<file path="config.mk">
export PLATFORM = sky130hd
export DESIGN_NAME = instruction_fetch_unit_flat
export DESIGN_NICKNAME = d
export VERILOG_FILES = /design/src/rtl/fetch_pkg.sv /design/src/rtl/instruction_fetch_unit_if.sv /design/src/rtl/fetch_fifo.sv /design/src/rtl/instruction_fetch_unit.sv /design/src/flat_wrapper.sv
export SDC_FILE = /design/constraint.sdc
export NUM_CORES = 1
export LEC_CHECK = 0
export BUFFER_PORTS_ARGS = -buffer_cell sky130_fd_sc_hd__buf_2
export CAP_MARGIN = 5
export CORE_UTILIZATION = 40
export CTS_BUF_LIST = sky130_fd_sc_hd__clkbuf_8
export DETAILED_ROUTE_END_ITERATION = 6
export GPL_ROUTABILITY_DRIVEN = 0
export PLACE_DENSITY = 0.75
export SYNTH_ARGS = -nofsm -noshare
export SYNTH_HDL_FRONTEND = slang
export SYNTH_SLANG_ARGS = --single-unit
</file>
<file path="constraint.sdc">
create_clock -name clk -period 6.2 [get_ports clk]
set_input_delay 1.55 -clock clk [delete_from_list [all_inputs] [get_ports clk]]
set_output_delay 1.55 -clock clk [all_outputs]
set_load 0.01 [all_outputs]
</file>
<file path="src/rtl/fetch_pkg.sv">
// Shared definitions for the instruction fetch unit: default sizes,
// reset PC, the NOP encoding and the fetched-entry layout.
package fetch_pkg;

  localparam int ADDR_W_DEF     = 32;
  localparam int IMEM_WORDS_DEF = 32;
  localparam int DEPTH_DEF      = 2;
  localparam int RESET_PC_DEF   = 0;

  localparam logic [31:0] INSTR_NOP = 32'h0000_0000;

  // One prefetch entry: the word index it came from plus the instruction word.
  typedef struct packed {
    logic [ADDR_W_DEF-1:0] pc;
    logic [31:0]           instr;
  } fetch_entry_t;

endpackage

</file>
<file path="src/rtl/instruction_fetch_unit_if.sv">
// Bus bundle for the fetch unit: instruction-memory read port and the
// valid/ready handshake towards decode. master = fetch unit side.
interface instruction_fetch_unit_if
  import fetch_pkg::*;
#(
  parameter int ADDR_W = ADDR_W_DEF
);

  logic [ADDR_W-1:0] imem_pc;
  logic [31:0]       imem_instr;
  logic              out_valid;
  logic              out_ready;
  logic [31:0]       out_instr;
  logic [ADDR_W-1:0] out_pc;

  modport master (
    output imem_pc,
    input  imem_instr,
    output out_valid,
    input  out_ready,
    output out_instr,
    output out_pc
  );

  modport slave (
    input  imem_pc,
    output imem_instr,
    input  out_valid,
    output out_ready,
    input  out_instr,
    input  out_pc
  );

endinterface

</file>
<file path="src/rtl/fetch_fifo.sv">
// Small circular prefetch FIFO. The head is read straight out of the
// storage registers, so outputs carry no combinational path from inputs.
// flush is synchronous and wins over push/pop; rst is asynchronous.
module fetch_fifo #(
  parameter int DEPTH = 2,
  parameter int WIDTH = 64
) (
  input  logic                       clk,
  input  logic                       rst,
  input  logic                       flush,
  input  logic                       push,
  input  logic                       pop,
  input  logic [WIDTH-1:0]           wdata,
  output logic [WIDTH-1:0]           rdata,
  output logic                       valid,
  output logic                       full,
  output logic [$clog2(DEPTH+1)-1:0] count
);

  localparam int CNT_W = $clog2(DEPTH + 1);
  localparam int PTR_W = (DEPTH > 1) ? $clog2(DEPTH) : 1;
  localparam logic [PTR_W-1:0] LAST_PTR = PTR_W'(DEPTH - 1);
  localparam logic [CNT_W-1:0] FULL_CNT = CNT_W'(DEPTH);

  logic [WIDTH-1:0] mem [DEPTH];
  logic [PTR_W-1:0] rd_ptr;
  logic [PTR_W-1:0] wr_ptr;
  logic [CNT_W-1:0] count_q;

  function automatic logic [PTR_W-1:0] next_ptr(input logic [PTR_W-1:0] p);
    return (p == LAST_PTR) ? '0 : p + PTR_W'(1);
  endfunction

  // Storage, pointers and occupancy; push+pop together leaves count unchanged.
  always_ff @(posedge clk or posedge rst) begin
    if (rst) begin
      rd_ptr  <= '0;
      wr_ptr  <= '0;
      count_q <= '0;
      for (int i = 0; i < DEPTH; i++) begin
        mem[i] <= '0;
      end
    end else if (flush) begin
      rd_ptr  <= '0;
      wr_ptr  <= '0;
      count_q <= '0;
    end else begin
      if (push) begin
        mem[wr_ptr] <= wdata;
        wr_ptr      <= next_ptr(wr_ptr);
      end
      if (pop) begin
        rd_ptr <= next_ptr(rd_ptr);
      end
      if (push && !pop) begin
        count_q <= count_q + CNT_W'(1);
      end else if (pop && !push) begin
        count_q <= count_q - CNT_W'(1);
      end
    end
  end

  assign rdata = mem[rd_ptr];
  assign valid = (count_q != '0);
  assign full  = (count_q == FULL_CNT);
  assign count = count_q;

endmodule

</file>
<file path="src/rtl/instruction_fetch_unit.sv">
// Fetch-side initiator: owns the PC, reads the combinational instruction
// memory, queues {pc, instr} in a prefetch FIFO and hands entries to decode.
// A redirect flushes the queue and reloads the PC (taking priority over fetch).
module instruction_fetch_unit
  import fetch_pkg::*;
#(
  parameter int                ADDR_W     = ADDR_W_DEF,
  parameter int                IMEM_WORDS = IMEM_WORDS_DEF,
  parameter logic [ADDR_W-1:0] RESET_PC   = ADDR_W'(RESET_PC_DEF),
  parameter int                DEPTH      = DEPTH_DEF
) (
  input  logic                       clk,
  input  logic                       rst,
  input  logic                       fetch_en,
  input  logic                       redirect_valid,
  input  logic [ADDR_W-1:0]          redirect_pc,
  output logic [$clog2(DEPTH+1)-1:0] fifo_count,
  instruction_fetch_unit_if.master   bus
);

  // IMEM_WORDS is a power of two, so the last index doubles as the wrap mask.
  localparam logic [ADDR_W-1:0] LAST_PC = ADDR_W'(IMEM_WORDS - 1);

  typedef struct packed {
    logic [ADDR_W-1:0] pc;
    logic [31:0]       instr;
  } entry_t;

  logic [ADDR_W-1:0] pc_q;
  logic [ADDR_W-1:0] pc_inc;
  logic              pop;
  logic              push;
  logic              fifo_full;
  logic              fifo_valid;
  entry_t            push_entry;
  entry_t            head_entry;

  assign pc_inc     = (pc_q == LAST_PC) ? '0 : pc_q + ADDR_W'(1);
  assign pop        = fifo_valid & bus.out_ready;
  assign push       = fetch_en & ~redirect_valid & (~fifo_full | pop);
  assign push_entry = '{pc: pc_q, instr: bus.imem_instr};

  // PC register: redirect target (wrapped to memory size) beats sequential advance.
  always_ff @(posedge clk or posedge rst) begin
    if (rst) begin
      pc_q <= RESET_PC;
    end else if (redirect_valid) begin
      pc_q <= redirect_pc & LAST_PC;
    end else if (push) begin
      pc_q <= pc_inc;
    end
  end

  fetch_fifo #(
    .DEPTH (DEPTH),
    .WIDTH ($bits(entry_t))
  ) u_fifo (
    .clk   (clk),
    .rst   (rst),
    .flush (redirect_valid),
    .push  (push),
    .pop   (pop),
    .wdata (push_entry),
    .rdata (head_entry),
    .valid (fifo_valid),
    .full  (fifo_full),
    .count (fifo_count)
  );

  assign bus.imem_pc   = pc_q;
  assign bus.out_valid = fifo_valid;
  assign bus.out_instr = head_entry.instr;
  assign bus.out_pc    = head_entry.pc;

endmodule

</file>
<file path="src/flat_wrapper.sv">
// flat-port wrapper written by rule: the top's interface ports become plain ports
module instruction_fetch_unit_flat import fetch_pkg::*;
#(
  parameter int                ADDR_W     = ADDR_W_DEF,
  parameter int                IMEM_WORDS = IMEM_WORDS_DEF,
  parameter logic [ADDR_W-1:0] RESET_PC   = ADDR_W'(RESET_PC_DEF),
  parameter int                DEPTH      = DEPTH_DEF
)
  (clk, rst, fetch_en, redirect_valid, redirect_pc, fifo_count, bus_imem_pc, bus_imem_instr, bus_out_valid, bus_out_ready, bus_out_instr, bus_out_pc);
  instruction_fetch_unit_if #(.ADDR_W(ADDR_W)) bus_i ();
  input  logic clk;
  input  logic rst;
  input  logic fetch_en;
  input  logic redirect_valid;
  input  logic [ADDR_W-1:0] redirect_pc;
  output logic [$clog2(DEPTH+1)-1:0] fifo_count;
  output wire logic [$bits(bus_i.imem_pc)-1:0] bus_imem_pc;
  input wire logic [$bits(bus_i.imem_instr)-1:0] bus_imem_instr;
  output wire logic [$bits(bus_i.out_valid)-1:0] bus_out_valid;
  input wire logic [$bits(bus_i.out_ready)-1:0] bus_out_ready;
  output wire logic [$bits(bus_i.out_instr)-1:0] bus_out_instr;
  output wire logic [$bits(bus_i.out_pc)-1:0] bus_out_pc;
  assign bus_imem_pc = bus_i.imem_pc;
  assign bus_i.imem_instr = bus_imem_instr;
  assign bus_out_valid = bus_i.out_valid;
  assign bus_i.out_ready = bus_out_ready;
  assign bus_out_instr = bus_i.out_instr;
  assign bus_out_pc = bus_i.out_pc;
  instruction_fetch_unit #(.ADDR_W(ADDR_W), .IMEM_WORDS(IMEM_WORDS), .RESET_PC(RESET_PC), .DEPTH(DEPTH)) u_core (.clk(clk), .rst(rst), .fetch_en(fetch_en), .redirect_valid(redirect_valid), .redirect_pc(redirect_pc), .fifo_count(fifo_count), .bus(bus_i));
endmodule
</file>
# Word level (Yosys, flattened, before mapping)
# Index checks and enable logic that the tools add are counted.
word_totals:
  regBits: 164
  out_inout_bits: 99
classes:
  bitwise: 8
  mux: 18
  reduce_logical: 10
  addsub: 5
  order_cmp: 3
  eq_ne: 2
op_table:
  columns: ["op", "n"]
  rows:
  - ["2-to-1 mux 64 bit", 4]
  - ["bitwise mux 128 bit", 1]
  - ["2-to-1 mux 32 bit", 3]
  - ["demux 64 bit (select 1 bit)", 1]
  - ["adder 32 x 1 -> 32 bit, second input constant", 1]
  - ["== test 32 x 5 -> 1 bit, second input constant", 1]
  - ["2-to-1 mux 1 bit", 6]
  - ["2-to-1 mux 2 bit", 3]
  - ["nonzero test 2 bit", 3]
  - ["greater-or-equal comparator 2 bit, second input constant", 2]
  - ["NOT 1 -> 2 bit", 2]
  - ["AND 1 bit", 3]
  - ["logical AND 1 bit", 3]
  - ["nonzero test 3 bit", 1]
  - ["adder 1 bit, second input constant", 2]
  - ["adder 2 x 1 -> 2 bit, second input constant", 1]
  - ["== test 2 bit, second input constant", 1]
  - ["logical NOT 1 bit", 2]
  - ["less-than comparator 2 x 1 -> 1 bit, second input constant", 1]
  - ["NOT 1 bit", 2]
  - ["AND reduction 2 bit", 1]
  - ["subtractor 2 x 1 -> 2 bit, second input constant", 1]
  - ["OR 1 bit", 1]

# Logic depth before layout (Yosys ltp)
# Gate-level depths: netlist of run 1.
logic_depth:
  depth_word: 9
  mapped_depth: 8
  depth_no_buf: 6

# Modules after synthesis
# A second synthesis of run 1 with hierarchy kept.
hier_totals:
  hier_cells: 581
  hier_area_um2: 7980.2
modules_own_cells:
  columns: ["module", "area_per_inst_um2", "n_inst", "seq_area_each_um2", "cells_each"]
  rows:
  - ["fetch_fifo", 6049.6, 1, 3303.2, 362]
  - ["instruction_fetch_unit", 1930.6, 1, 800.8, 219]

# Worst setup path before layout of run 1
# No wires, ideal clock.
synth_timing:
  kind: "input-to-reg"
  startpoint: "input port bus_out_ready"
  endpoint: "register u_core.u_fifo.mem[0] (netlist bit)"
  path_buffers: 2
  cell_stages: 7
  setup_time_ps: 128
  slack_ps: 3220
  arrival_time_ps: 2853
  t_required_ps: 6072
  path_cell_list: "or3b_1 -> nand3b_1 -> buf_4 -> inv_2 -> nand2_2 -> buf_4 -> mux2_1"
synth_between:
  elab_chain_len: 4
synth_lines:
  columns: ["item", "line", "source"]
  rows:
  - ["start: declaration", "flat_wrapper.sv:20", "input wire logic [$bits(bus_i.out_ready)-1:0] bus_out_ready;"]
  - ["AND 1 bit", "instruction_fetch_unit.sv:39", "assign pop = fifo_valid & bus.out_ready;"]
  - ["OR 1 bit", "instruction_fetch_unit.sv:40", "assign push = fetch_en & ~redirect_valid & (~fifo_full | pop);"]
  - ["AND 1 bit", "instruction_fetch_unit.sv:40", null]
  - ["AND reduction 2 bit (no line)", null, null]
  - ["end signal: indexed assignment", "fetch_fifo.sv:49", "mem[wr_ptr] <= wdata;"]
  - ["end: declaration", "fetch_fifo.sv:25", "logic [WIDTH-1:0] mem [DEPTH];"]
# No other way between the ends.
# A chain may end at the register's enable or synchronous reset.

# Final worst setup path of run 1
layout_timing:
  startpoint: "register u_core.u_fifo.rd_ptr"
  endpoint: "output port bus_out_pc[17]"
layout_between:
  elab_chain_len: 4
layout_lines:
  columns: ["item", "line", "source"]
  rows:
  - ["start: declaration", "fetch_fifo.sv:26", "logic [PTR_W-1:0] rd_ptr;"]
  - ["start signal: assignment", "fetch_fifo.sv:53", "rd_ptr <= next_ptr(rd_ptr);"]
  - ["NOT 1 -> 2 bit (implied by the code)", "fetch_fifo.sv:63", "assign rdata = mem[rd_ptr];"]
  - ["2-to-1 mux 64 bit (implied by the code) (3 in series)", "fetch_fifo.sv:63", null]
  - ["end: declaration", "flat_wrapper.sv:22", "output wire logic [$bits(bus_i.out_pc)-1:0] bus_out_pc;"]
# No other way between the ends. The select of a mux whose other input is x is not followed.

==> metrics.yaml, run 1 <==
fillCellCount: 1691
fp.dieW_um: 141
num_io_pins: 168
synth_edf_count: 0
vias: 5192
dp_hpwl_um: 10800
grtUsageMet1_pct: 24.0
ys.flop_type: "dfrtp_1"
async_flop_share_pct: 100
cts_buffer_depth: 2
netlist_instances: 605
layout-drive-gt1-share_pct: 34.5
rsz0062_at_grt: "false"
critPathKind: "flip-flop to primary output"
endpoint_kind: "primary output"
synth.area.top_cells: "dfrtp_1, mux2_1, mux2_2"
core_sq_um: 18800
fp.dieH_um: 141
numCtsBuffers: 17
rows: 50
clkTransAtPathRegs_ps: 80
start_util_pct: 41.0
dieArea_sq_um: 19900
fin_cells: 996
synth_cell_types: 53
synth_nets: 675
startpoint_type: "flip-flop"
grt_remaining_overflow: 0
finalMaxSlewViolations: 0
grt_pass1_vias: 5044
synth.largest_area_cell: "dfrtp_1"
ys_ff_latch: 164
synth_area_per_cell_sq_um: 12.8
postRouteAntennaNets: 0
grt_pass1_wl_um: 27300
post_cts_buffers: 0
io_buffers: 140
first_pass_iters: 4
cp.arrival_ps: 2140
grt_max_degree: 70
required_ps: 4650
cts_resized: 0
hold_buffers: 0
nNetsFinal: 794
maxCapViolCount: 0
slowest_stage: "dfrtp_4"
power_density_nw_per_um2: 278
finalWorstSetupSlack_ps: 2510
crit_fanout: 65
antenna_found_initial: 0
syn2layout_area_growth_pct: 16.5
wl_per_cell_um: 16.9
skew_ps: 14.5
routed_wl_um: 16900
htree_levels: 4
syn_area_sq_um: 7730
finalSetupViolCount: 0
hold_class: "flip-flop to flip-flop"
layout_commonest_cell: "dfrtp_1"
via_per_inst: 5.21
period_share_pct: 59.4
place_inst: 965
clk_latency_ps: 460
leakage_nw: 4.42
tns_ps: 0
drt-initial-drc-count: 258
hold_viol: 0
clockRootBuffer: "clkbuf_8"
n_antenna_cell: 0
place_ws_ps: 2310
track_usage_pct: 17.8
drc_errors: 0
gr-usage-met3_pct: 5.30
grt-busiest-layer: "met2"
status: "finished, final reports clean"
clock-sinks: 164
tightest_slew_ps: 984
critPathTopFamily: "flip-flops"
cts_tree: "built"
max_slew_margin_pct: 34.4
ir_worst_vdd_mv: 0.145
final_cell_mix: "dfrtp_1, buf_2, mux2_1"
fmax_mhz: 271
crit_buf_inv: 1
netlist.area_leader.share_pct: 53.1
ys_seq_area_share_pct: 53.1
grt_use_met2_pct: 27.7
crit_chain: "mux2_2, buf_2"
finalCriticalPeriod_ps: 3690
ys_warn_count: 0
crit_path_max_incr_delay_ps: 1080
==> registers in the layout, indices dropped and copies added, names as in the netlist <==
register,count
u_core.u_fifo.count,2
u_core.bus.imem_pc,32
u_core.u_fifo.wr_ptr,1
u_core.u_fifo.rd_ptr,1
u_core.u_fifo.mem,128
==> kinds of logic after synthesis <==
logic type	share of synthesized area [%]
multiplexers	28.6
flip-flops	53.1
AND/OR/NAND/NOR	8.68
AO/OA/AOI/OAI	5.97
buffers and inverters	3.35
XOR/XNOR	0.113
adder cells (fa/ha/maj)	0.162
==> power by group <==
group / leakage (nW) / internal, mW / switching [mW]
Combinational: 2.10 / 0.216 / 0.195
Clock: 0.198 / 0.389 / 0.402
Sequential: 2.12 / 1.21 / 0.0966
==> area by class of cell <==
cell class	instances	area, sq um	area share [%]
timing repair buffer	146	746	8.28
tap	260	325	3.61
sequential	164	4110	45.6
clock inverter	11	130	1.45
clock buffer	20	275	3.06
multi-input combinational	387	3380	37.6
inverter	8	35.0	0.389
==> per-stage QoR <==
step	util (%)	hold slack (ps)	instance area, sq um	power (mW)
floorplan	-	454	7730	1.59
global placement	45.6	463	8600	1.72
detailed placement	45.6	471	8600	1.74
CTS	47.8	490	9000	2.54
global route	47.8	498	9000	2.64
finish	47.8	484	9000	2.51
==> layer usage <==
metal	wire length (um)	vias to the layer above
met5	0	-
met4	168	0
met3	905	16
met2	7590	123
met1	8220	2615
li1	-	2438
==> path summary, 6_finish.rpt <==
path,startpoint,to,slack [ps],depth (start not counted)
setup / recovery,u_core.u_fifo.rd_ptr,bus_out_pc[17],2510,2
hold / removal,u_core.u_fifo.mem[127],u_core.u_fifo.mem[127],480,1
setup reg to reg,u_core.u_fifo.count[0],u_core.u_fifo.mem[2],3550,5
hold reg to reg,u_core.u_fifo.mem[127],u_core.u_fifo.mem[127],480,1
max in group asynchronous,rst,u_core.u_fifo.mem[115],3830,3
min in group asynchronous,rst,u_core.u_fifo.mem[15],1190,2
==> cell usage after synthesis (7+ instances only) <==
cell,count
nor2_1,11
inv_1,7
clkbuf_1,16
nor4_1,9
nor3_1,7
mux2_1,128
mux2_2,64
a31oi_1,14
nand4_1,8
nand2_1,29
dfrtp_1,164
buf_4,8
nand3_1,15
buf_2,20
o21ai_1,9
a21oi_1,20
and3_1,10
==> worst reg2reg max path, stage by stage, from the launching register on <==
cell and delay [ps]:
dfrtp_1 460, or3b_1 420, nand3b_1 410, inv_2 90, nand2_4 740, mux2_1 430
No activity file was read; power rests on OpenSTA's default activity.
==> inputs of run 2 (changes only) <==
PLACE_DENSITY = 0.73   (was 0.75)
clock period = 3.4 ns   (was 6.2 ns; I/O delays follow)
==> metrics.yaml, run 2 (synthesis results as in run 1) <==
top_register: "u_core.u_fifo.mem"
clk_latency_ps: 450
critPathTopFamily: "flip-flops"
power_density_nw_per_um2: 513
tns_ps: 0
grt_pass1_vias: 5121
tightest_slew_ps: 850
crit_buf_inv: 2
fp.dieW_um: 141
slowest_stage: "dfrtp_4"
syn2layout_area_growth_pct: 18.6
hold_start: "u_core.u_fifo.mem[90]"
cts_tree: "built"
largest_reg_flops: 128
post_cts_buffers: 0
r2r_cells: 8
n_antenna_cell: 0
grt_pass1_wl_um: 26700
layout-drive-gt1-share_pct: 34.9
period_share_pct: 84.7
grt_max_degree: 165
clkTransAtPathRegs_ps: 90
final_cell_mix: "dfrtp_1, buf_2, mux2_1"
io_buffers: 140
final_cell_area_sq_um: 9160
crit_fanout: 37
ir_worst_vdd_mv: 0.227
hold_class: "flip-flop to flip-flop"
start_util_pct: 41.0
layout_commonest_cell: "dfrtp_1"
routed_wl_um: 16300
finalCriticalPeriod_ps: 2880
skew_ps: 12.3
clock-sinks: 164
numCtsBuffers: 17
rows: 50
max_slew_margin_pct: 43.3
antenna_found_initial: 0
min_to: "u_core.u_fifo.mem[90]"
finalMaxSlewViolations: 0
crit_chain: "buf_12, mux2_2, buf_2"
startpoint_type: "flip-flop"
fmax_mhz: 347
finalSetupViolCount: 0
cp.arrival_ps: 2030
dieArea_sq_um: 19900
track_usage_pct: 17.1
num_io_pins: 168
cts_resized: 0
fp.dieH_um: 141
hold_buffers: 0
wl_per_cell_um: 16.3
finalPower_mw: 4.70
rr_endpoint: "u_core.bus.imem_pc[17]"
drc_errors: 0
nNetsFinal: 799
maxCapViolCount: 0
vias: 5229
reg2reg_from: "u_core.bus.imem_pc[0]"
dp_hpwl_um: 10600
via_per_inst: 5.22
grt_remaining_overflow: 0
rrSetupSlack_ps: 940
crit_path_max_incr_delay_ps: 740
htree_levels: 4
postRouteAntennaNets: 0
leakage_nw: 4.49
hold_viol: 0
endpoint_kind: "primary output"
clockRootBuffer: "clkbuf_8"
rsz0062_at_grt: "false"
whs_path_depth: 1
cts_buffer_depth: 2
place_area_sq_um: 8720
fillCellCount: 1644
critPathKind: "flip-flop to primary output"
status: "finished, final reports clean"
first_pass_iters: 4
core_sq_um: 18800
drt-initial-drc-count: 306
required_ps: 2550
[run 2: worst max-delay path by stage]
stage	startpoint	to	slack [ps]	depth (start not counted)
global route	u_core.u_fifo.rd_ptr	bus_out_instr[28]	410	3
global placement	bus_out_ready	u_core.u_fifo.mem[43]	810	7
detailed placement	bus_out_ready	u_core.bus.imem_pc[2]	780	7
finish	u_core.u_fifo.rd_ptr	bus_out_pc[0]	520	3
CTS	u_core.u_fifo.rd_ptr	bus_out_pc[0]	470	3
floorplan	rst	u_core.bus.imem_pc[0]	470	1
[run 2: per-stage QoR]
stage | cells | util, % | setup WS, ps | hold slack, ps
floorplan | 605 | - | 465 | 454
global placement | 970 | 46.3 | 807 | 463
detailed placement | 970 | 46.3 | 775 | 471
CTS | 1002 | 48.7 | 471 | 491
global route | 1002 | 48.7 | 412 | 503
finish | 1002 | 48.7 | 519 | 487
[run 2: layout make-up]
| class | count | area, sq um | area share [%] |
|---|---|---|---|
| clock inverter | 13 | 183 | 1.99 |
| inverter | 8 | 33.8 | 0.369 |
| timing repair buffer | 151 | 871 | 9.50 |
| tap | 260 | 325 | 3.55 |
| multi-input combinational | 387 | 3380 | 36.9 |
| sequential | 164 | 4110 | 44.8 |
| clock buffer | 19 | 262 | 2.85 |
[run 2: per-layer routing]
metal,vias up,part of all wire (%),global-route usage (%)
met5,-,0,0
met3,18,4.9,4.08
met2,144,47,27.2
met4,0,1.4,5.84
li1,2456,-,-
met1,2611,47,22.9
[run 2: worst reg2reg max path, stage by stage, from the launching register on]
cell	delay, ps
dfrtp_1	470
ha_1	310
and4_4	250
and4_1	250
a21oi_2	460
buf_12	250
buf_12	150
a41oi_1	100
a31oi_1	160
[run 2: power by group]
group	switching (mW)	internal (mW)
Sequential	0.163	2.20
Clock	0.722	0.839
Combinational	0.368	0.407
Total	1.25	3.45
